==> config.mk <==
export PLATFORM = sky130hd
export DESIGN_NAME = bsg_skid_reg
export DESIGN_NICKNAME = d
export VERILOG_FILES = /design/src/rtl/bsg_skid_reg.sv
export SDC_FILE = /design/constraint.sdc
export NUM_CORES = 1
export LEC_CHECK = 0
export CORE_AREA = 2 2 71 73
export CTS_CLUSTER_DIAMETER = 200
export DETAILED_ROUTE_END_ITERATION = 12
export DIE_AREA = 0 0 73 75
export SLEW_MARGIN = 0
export SYNTH_ARGS = -nofsm -noshare
export SYNTH_HDL_FRONTEND = slang
export SYNTH_SLANG_ARGS = --single-unit
export TNS_END_PERCENT = 10
==> constraint.sdc <==
create_clock -name clk_i -period 2.05 [get_ports clk_i]
set_input_delay 0.205 -clock clk_i [delete_from_list [all_inputs] [get_ports clk_i]]
set_output_delay 0.205 -clock clk_i [all_outputs]
set_load 0.05 [all_outputs]
==> src/rtl/bsg_skid_reg.sv <==
`default_nettype none
// +--------------------------------------------------------------------------+
// | Module   : bsg_skid_reg                                                  |
// | Purpose  : two-entry valid/ready register slice; all outputs registered  |
// |            except ready_o, which depends only on state and reset_i.      |
// | Option   : BSG_SKID_REG_STALL_CNT_EN adds a saturating stall counter.    |
// | Revision : 1.0                                                           |
// +--------------------------------------------------------------------------+
module bsg_skid_reg #(
   parameter int width_p = 16
) (
   input  logic               clk_i,
   input  logic               reset_i,
   input  logic [width_p-1:0] data_i,
   input  logic               v_i,
   output logic               ready_o,
   output logic [width_p-1:0] data_o,
   output logic               v_o,
   input  logic               yumi_i
`ifdef BSG_SKID_REG_STALL_CNT_EN
   ,output logic [15:0]       stall_count_o
`endif
);

   localparam logic [1:0] ST_EMPTY = 2'd0;
   localparam logic [1:0] ST_ONE   = 2'd1;
   localparam logic [1:0] ST_TWO   = 2'd2;

   logic [1:0]         state_q, state_d;
   logic [width_p-1:0] head_q,  head_d;
   logic [width_p-1:0] skid_q,  skid_d;
   logic               accept;
   logic               consume;

   assign ready_o = !reset_i && (state_q != ST_TWO);
   assign v_o     = (state_q != ST_EMPTY);
   assign data_o  = head_q;
   assign accept  = v_i && ready_o;
   // A yumi_i with nothing held is illegal and simply ignored.
   assign consume = yumi_i && (state_q != ST_EMPTY);

   always_comb begin
      state_d = state_q;
      head_d  = head_q;
      skid_d  = skid_q;
      case (state_q)
         ST_EMPTY: begin
            if (accept) begin
               head_d  = data_i;
               state_d = ST_ONE;
            end
         end
         ST_ONE: begin
            if (accept && consume) begin
               head_d = data_i;
            end else if (accept) begin
               skid_d  = data_i;
               state_d = ST_TWO;
            end else if (consume) begin
               state_d = ST_EMPTY;
            end
         end
         ST_TWO: begin
            if (consume) begin
               head_d  = skid_q;
               state_d = ST_ONE;
            end
         end
         default: state_d = ST_EMPTY;
      endcase
   end

   always_ff @(posedge clk_i) begin
      if (reset_i) begin
         state_q <= ST_EMPTY;
         head_q  <= '0;
         skid_q  <= '0;
      end else begin
         state_q <= state_d;
         head_q  <= head_d;
         skid_q  <= skid_d;
      end
   end

`ifdef BSG_SKID_REG_STALL_CNT_EN
   logic [15:0] stall_cnt_q, stall_cnt_d;

   always_comb begin
      stall_cnt_d = stall_cnt_q;
      if (v_i && !ready_o && (stall_cnt_q != 16'hFFFF)) begin
         stall_cnt_d = stall_cnt_q + 16'd1;
      end
   end

   always_ff @(posedge clk_i) begin
      if (reset_i) begin
         stall_cnt_q <= '0;
      end else begin
         stall_cnt_q <= stall_cnt_d;
      end
   end

   assign stall_count_o = stall_cnt_q;
`endif

   a_yumi_legal: assert property (@(posedge clk_i) disable iff (reset_i)
      !(yumi_i && !v_o));

endmodule
`default_nettype wire

==> key figures, run 1 <==
Outcome
  • Outcome: finished clean

GRT
  • First-pass GRT wire length: 6.53 mm
  • Grt ovf: 0
  • Initial antenna violation count: 0
  • Vias in the first global route: ~1300
  • All-Layer GR Usage: 0.159
  • Largest net degree at the start of global routing: 21

Placed design
  • Placer congestion estimate: 0.765
  • # port buffers: 37
  • Dpl ws: roughly 0.23 ns
  • Hpwl dp: 2.80 mm

CTS
  • Root Buffer: clkbuf_8
  • Worst-path clk slew: 0.07 ns
  • H-tree level count: 2
  • CTS Buf Count: 5
  • Resize count post-CTS: 0
  • Clock sinks: 34
  • Clock latency on the worst-skew pair: 0.29 ns
  • CTS Hold Bufs: 0
  • CTS Buffer Depth: 2
  • Postcts setup bufs: 0
  • CTS tree: done

Floorplanning
  • Num rows: 25
  • Die W: between 70 and 80 µm
  • Effective utilization at floorplan: 0.344
  • IO Count: 38
  • Die height: roughly 75 µm
  • Core Footprint: 4660 µm²
  • Total die area: 5480 µm²

Synthesis
  • Post-synthesis sequential area ratio: 0.425
  • Cell variety after synth: 28
  • Cell Area, Synth: around 1600 µm²
  • Syn Nets: around 190
  • Share of the synthesized area in the top cell type: 0.425
  • Asr flop ratio synth: 0
  • EDFF count, synth: 0
  • Post-synth top area cell: dfxtp_1
  • Top cells by area, synth: dfxtp_1, mux2i_1, a211oi_2, nor4_1, a21oi_1
  • Top_reg_cell synth: dfxtp_1
  • Syn avg cell area: 9.53 µm²
  • Most common cell in the netlist: dfxtp_1
  • Yosys warning total: 0
  • Synth Register Bits: 34
  • Synth top cells by count: dfxtp_1, a21oi_1, mux2i_1
  • Post-Synthesis Cells: 168

Setup path
  • Required @ worst endpoint: 1.85 ns
  • CP max stage delay: 0.79 ns
  • Kind of critical path: reg -> out
  • CP max FO: 9
  • Critical Path Source Type: register
  • Crit-path cells: or2_2 -> clkdlybuf4s50_1
  • Critical path arrival: roughly 1.8 ns
  • Worst setup EP type: output port
  • Crit-path leading delay family: buffers and inverters
  • Slowest-stage cell, CP: clkdlybuf4s50_1
  • CP bufs+invs: 1

Timing
  • Final Cycle Share: 0.962
  • Setup ws final: 0.0778 ns
  • Worst slew margin: 0.663
  • Tmin final: 1.97 ns
  • Final hold slack: 0.476 ns
  • Final Skew: 0.00412 ns
  • Final Hold Vio Count: 0
  • Tightest Pin Transition: 0.504 ns
  • Final setup TNS: 0 ns
  • Max Transition Viols Final: 0
  • Final setup fails: 0
  • RSZ-0062 raised after global routing: false
  • Fmax: 507 MHz

Finish
  • Reg area: 681 µm²
  • Layout filler cell count: ~430
  • ANT cells: 0
  • Final net count: roughly 220
  • Area delta synth->final: 35.5%
  • Multi-input combinational cell area: 825 µm²
  • Share of cells above drive strength 1: 0.172

Drt
  • Detail Route Antenna Nets: 0
  • Via Count: 1371
  • DRT iter0 DRCs: 49
  • Final Routed Wirelength: 4.01 mm
  • Residual DRC: 0
  • Average wire per cell in the routed design: 15.5 µm
  • Vias per inst: 5.31
  • Pre-antenna DRT Iters: 4

Pwr
  • Final Power: 1.88 mW
  • Peak supply drop: 0.286 mV
  • Static Leak: 0.843 nW
  • PwrDens: 865 nW/µm²

Flow run
  • Max Cap Viol: 0

Worst hold path
  • Worst hold path type: reg -> reg
-- final timing paths --
check | slack (ns) | from | end | depth (start not counted)
setup / recovery | 0.08 | state_q[1] | v_o | 2
setup reg to reg | 0.50 | state_q[1] | data_o[12] | 4
hold reg to reg | 0.48 | skid_q[1] | skid_q[1] | 2
hold / removal | 0.48 | skid_q[1] | skid_q[1] | 2
-- logic make-up after synthesis --
kind of cell / count (synthesis) / share of synthesized area
AO/OA/AOI/OAI: 51 / 0.221
AND/OR/NAND/NOR: 47 / 0.184
flip-flops: 34 / 0.425
buffers and inverters: 19 / 0.0641
multiplexers: 17 / 0.106
-- per-stage QoR --
step / area (µm²) / util / std cells
final: 2170 / 0.466 / 258
after global routing: 2170 / 0.466 / 258
after CTS: 2170 / 0.466 / 258
after detailed placement: 2030 / 0.435 / 250
after global placement: 2030 / 0.435 / 250
after floorplan: 1600 / - / 168
-- area by class of cell --
class | count | share of cell area
multi-input combinational | 115 | 0.380
sequential | 34 | 0.314
timing repair buffer | 47 | 0.210
clock buffer | 6 | 0.0380
tap | 54 | 0.0311
clock inverter | 2 | 0.0277
-- power breakdown --
group / internal, mW / switching, mW
Clock: 0.518 / 0.241
Sequential: 0.698 / 0.0210
Combinational: 0.161 / 0.240
Total: 1.38 / 0.502
-- metal layers --
metal  vias to the layer above  wire length (µm)  global-route usage  part of all wire
li1                        699                 -                   -                 -
met1                       632              1740               0.203              0.43
met2                        34              1970               0.250              0.49
met3                         6               231              0.0509             0.058
met4                         0                63              0.0638             0.016
met5                         -                 0                   0                 0
-- cell usage in the layout, fill, tap and decap left out, types with 2 or more instances in the layout --
cell type | synthesis | routed
a211oi_1 | 6 | 6
a211oi_2 | 10 | 10
a21oi_1 | 17 | 17
buf_4 | 1 | 10
bufinv_16 | 0 | 2
clkbuf_8 | 0 | 6
clkdlybuf4s50_1 | 0 | 36
dfxtp_1 | 34 | 34
mux2i_1 | 17 | 17
nand3_1 | 16 | 16
nor2_1 | 2 | 2
nor2b_1 | 2 | 2
nor4_1 | 16 | 16
o21ai_0 | 16 | 16
-- tightest hold or removal path, cell delays in order (launching register included) --
cell	delay, ns
dfxtp_1	0.31
o21ai_0	0.06
a21oi_1	0.06
-- registers in the layout, summed over array words and instances (netlist names) --
| name | count |
|---|---|
| state_q | 2 |
| data_o | 16 |
| skid_q | 16 |
Power figures use the tool's default switching activity.
==> run 2, diff against run 1 <==
--- a/config.mk
+++ b/config.mk
@@ -10,4 +10,6 @@
 export DETAILED_ROUTE_END_ITERATION = 12
 export DIE_AREA = 0 0 73 75
+export HOLD_SLACK_MARGIN = 0.12
+export MAX_ROUTING_LAYER = met4
 export SLEW_MARGIN = 0
 export SYNTH_ARGS = -nofsm -noshare
==> constraint.sdc (replaced) <==
create_clock -name clk_i -period 2.05 [get_ports clk_i]
set_input_delay 0.41 -clock clk_i [delete_from_list [all_inputs] [get_ports clk_i]]
set_output_delay 0.41 -clock clk_i [all_outputs]
set_load 0.05 [all_outputs]
==> key figures, run 2 (synthesis gave the netlist of run 1 again) <==
Outcome
  • Outcome: finished clean

GRT
  • Largest net degree at the start of global routing: 22 (+4.8%)
  • First-pass GRT wire length: 6.36 mm (-2.5%)
  • All-Layer GR Usage: 0.157 (-0.00199)
  • Grt ovf: 0 (unchanged)
  • Vias in the first global route: 1335 (+2.1%)
  • Initial antenna violation count: 0 (unchanged)

Setup path
  • CP max FO: 14 (+5)
  • Critical path arrival: 1.52 ns (-0.25 ns)
  • Required @ worst endpoint: 1.64 ns (-0.21 ns)
  • Kind of critical path: in -> out
  • Worst setup EP type: output port
  • Critical Path Source Type: input port
  • CP bufs+invs: 3 (+2)
  • Crit-path leading delay family: buffers and inverters
  • Crit-path cells: clkdlybuf4s50_1 -> buf_4 -> nor2b_2 -> buf_12
  • Slowest-stage cell, CP: clkdlybuf4s50_1
  • CP max stage delay: 0.60 ns (-0.19 ns)

Worst hold path
  • Worst hold path type: reg -> reg

Timing
  • Fmax: 519 MHz (+2.3%)
  • Final setup TNS: 0 ns (unchanged)
  • Final Cycle Share: 0.941 (-0.0213)
  • Final hold slack: 0.477 ns (+0.000867 ns)
  • Tmin final: 1.93 ns (-0.0437 ns)
  • Tightest Pin Transition: 0.515 ns (+0.0113 ns)
  • Final Hold Vio Count: 0 (unchanged)
  • RSZ-0062 raised after global routing: false
  • Worst slew margin: 0.656 (-0.00756)
  • Max Transition Viols Final: 0 (unchanged)
  • Final setup fails: 0 (unchanged)
  • Final Skew: 0.00685 ns (+0.00273 ns)

Finish
  • Area delta synth->final: 32.8%
  • Multi-input combinational cell area: 827 µm² (+0.30%)
  • Fin cells: 259 (+0.39%)
  • Reg area: 681 µm² (unchanged)
  • Share of cells above drive strength 1: 0.180 (+0.00892)
  • Final net count: 224 (+0.45%)
  • Most common cell after layout, fill and taps aside: clkdlybuf4s50_1
  • ANT cells: 0 (unchanged)
  • Layout filler cell count: 418 (-1.9%)
  • Commonest cells after routing, fill and taps aside: clkdlybuf4s50_1, dfxtp_1, a21oi_1, mux2i_1

Drt
  • Pre-antenna DRT Iters: 4 (unchanged)
  • Residual DRC: 0 (unchanged)
  • Detail Route Antenna Nets: 0 (unchanged)
  • Vias per inst: 5.51 (+3.6%)
  • Via Count: 1426 (+4.0%)
  • DRT iter0 DRCs: 64 (+31%)
  • Average wire per cell in the routed design: 15.2 µm (-1.9%)
  • Final Routed Wirelength: 3.94 mm (-1.5%)

CTS
  • Clock sinks: 34 (unchanged)
  • Postcts setup bufs: 0 (unchanged)
  • H-tree level count: 2 (unchanged)
  • Resize count post-CTS: 0 (unchanged)
  • CTS Buffer Depth: 2 (unchanged)
  • CTS tree: done
  • CTS Hold Bufs: 0 (unchanged)
  • Worst-path clk slew: 0.06 ns (about the same)
  • Root Buffer: clkbuf_8
  • Clock latency on the worst-skew pair: 0.28 ns (about the same)
  • CTS Buf Count: 5 (unchanged)

Floorplanning
  • IO Count: 38 (unchanged)
  • Die W: 73 µm (unchanged)
  • Die height: 75 µm (unchanged)
  • Num rows: 25 (unchanged)
  • Effective utilization at floorplan: 0.344 (unchanged)
  • Core Footprint: 4660 µm² (unchanged)
  • Total die area: 5480 µm² (unchanged)

Flow run
  • Max Cap Viol: 0 (unchanged)

Pwr
  • Static Leak: 0.827 nW (-1.8%)
  • Final Power: 1.61 mW (-14%)
  • Peak supply drop: 0.304 mV (+6.2%)
  • PwrDens: 758 nW/µm² (-12%)

Placed design
  • Hpwl dp: 2.83 mm (+1.2%)
  • Placer congestion estimate: 0.835 (+9.1%)
  • Placed Cells: 251 (+0.40%)
  • # port buffers: 37 (unchanged)
[run 2: cell count changes in the layout (fill, tap and decap cells not counted), sizes merged]
cell	previous run	this run
clkinv	0	1
clkdlybuf4s50	36	35
clkbuf	6	7
buf	11	13
bufinv	2	0
[run 2: worst register-to-register path, cell delays in order (launching register included)]
cell	delay, ns
dfxtp_1	0.52
nor4b_2	0.10
or3_1	0.37
buf_4	0.21
a211oi_1	0.23
[run 2: path summary, 6_finish.rpt]
check | slack (ns) | endpoint | from | depth (start not counted)
setup reg to reg | 0.54 | data_o[12] | state_q[1] | 4
hold / removal | 0.48 | skid_q[15] | skid_q[15] | 2
setup / recovery | 0.12 | ready_o | reset_i | 4
hold reg to reg | 0.48 | skid_q[15] | skid_q[15] | 2
[run 2: final cells by class]
cell class,count,area share
multi-input combinational,115,0.389
sequential,34,0.320
timing repair buffer,48,0.216
clock buffer,7,0.0406
tap,54,0.0318
clock inverter,1,0.00235
[run 2: power breakdown]
group / internal [mW] / switching (mW) / leakage (nW)
registers: 0.698 / 0.0199 / 0.278
logic: 0.161 / 0.239 / 0.501
clock network: 0.271 / 0.224 / 0.0482
[run 2: per-layer routing]
metal  routed length (µm)  part of all wire  track usage
met5                    0                 0            -
met4                   76             0.019       0.0720
met3                  150             0.038       0.0281
met2                 1890              0.48        0.237
met1                 1830              0.46        0.204
[run 2: stage by stage]
| stage | area (µm²) | setup slack (ns) | utilization |
|---|---|---|---|
| after detailed placement | 2040 | 0.0155 | 0.437 |
| after CTS | 2130 | 0.127 | 0.456 |
| after global placement | 2040 | 0.0903 | 0.437 |
| final | 2130 | 0.122 | 0.456 |
| after floorplan | 1600 | 0.135 | - |
| after global routing | 2130 | 0.0578 | 0.456 |
==> run 3, diff against run 2 <==
SKIP_CTS_REPAIR_TIMING = 1   (was unset)
==> results of run 3 <==
Final layout, timing and power as in run 2 (identical DEF).
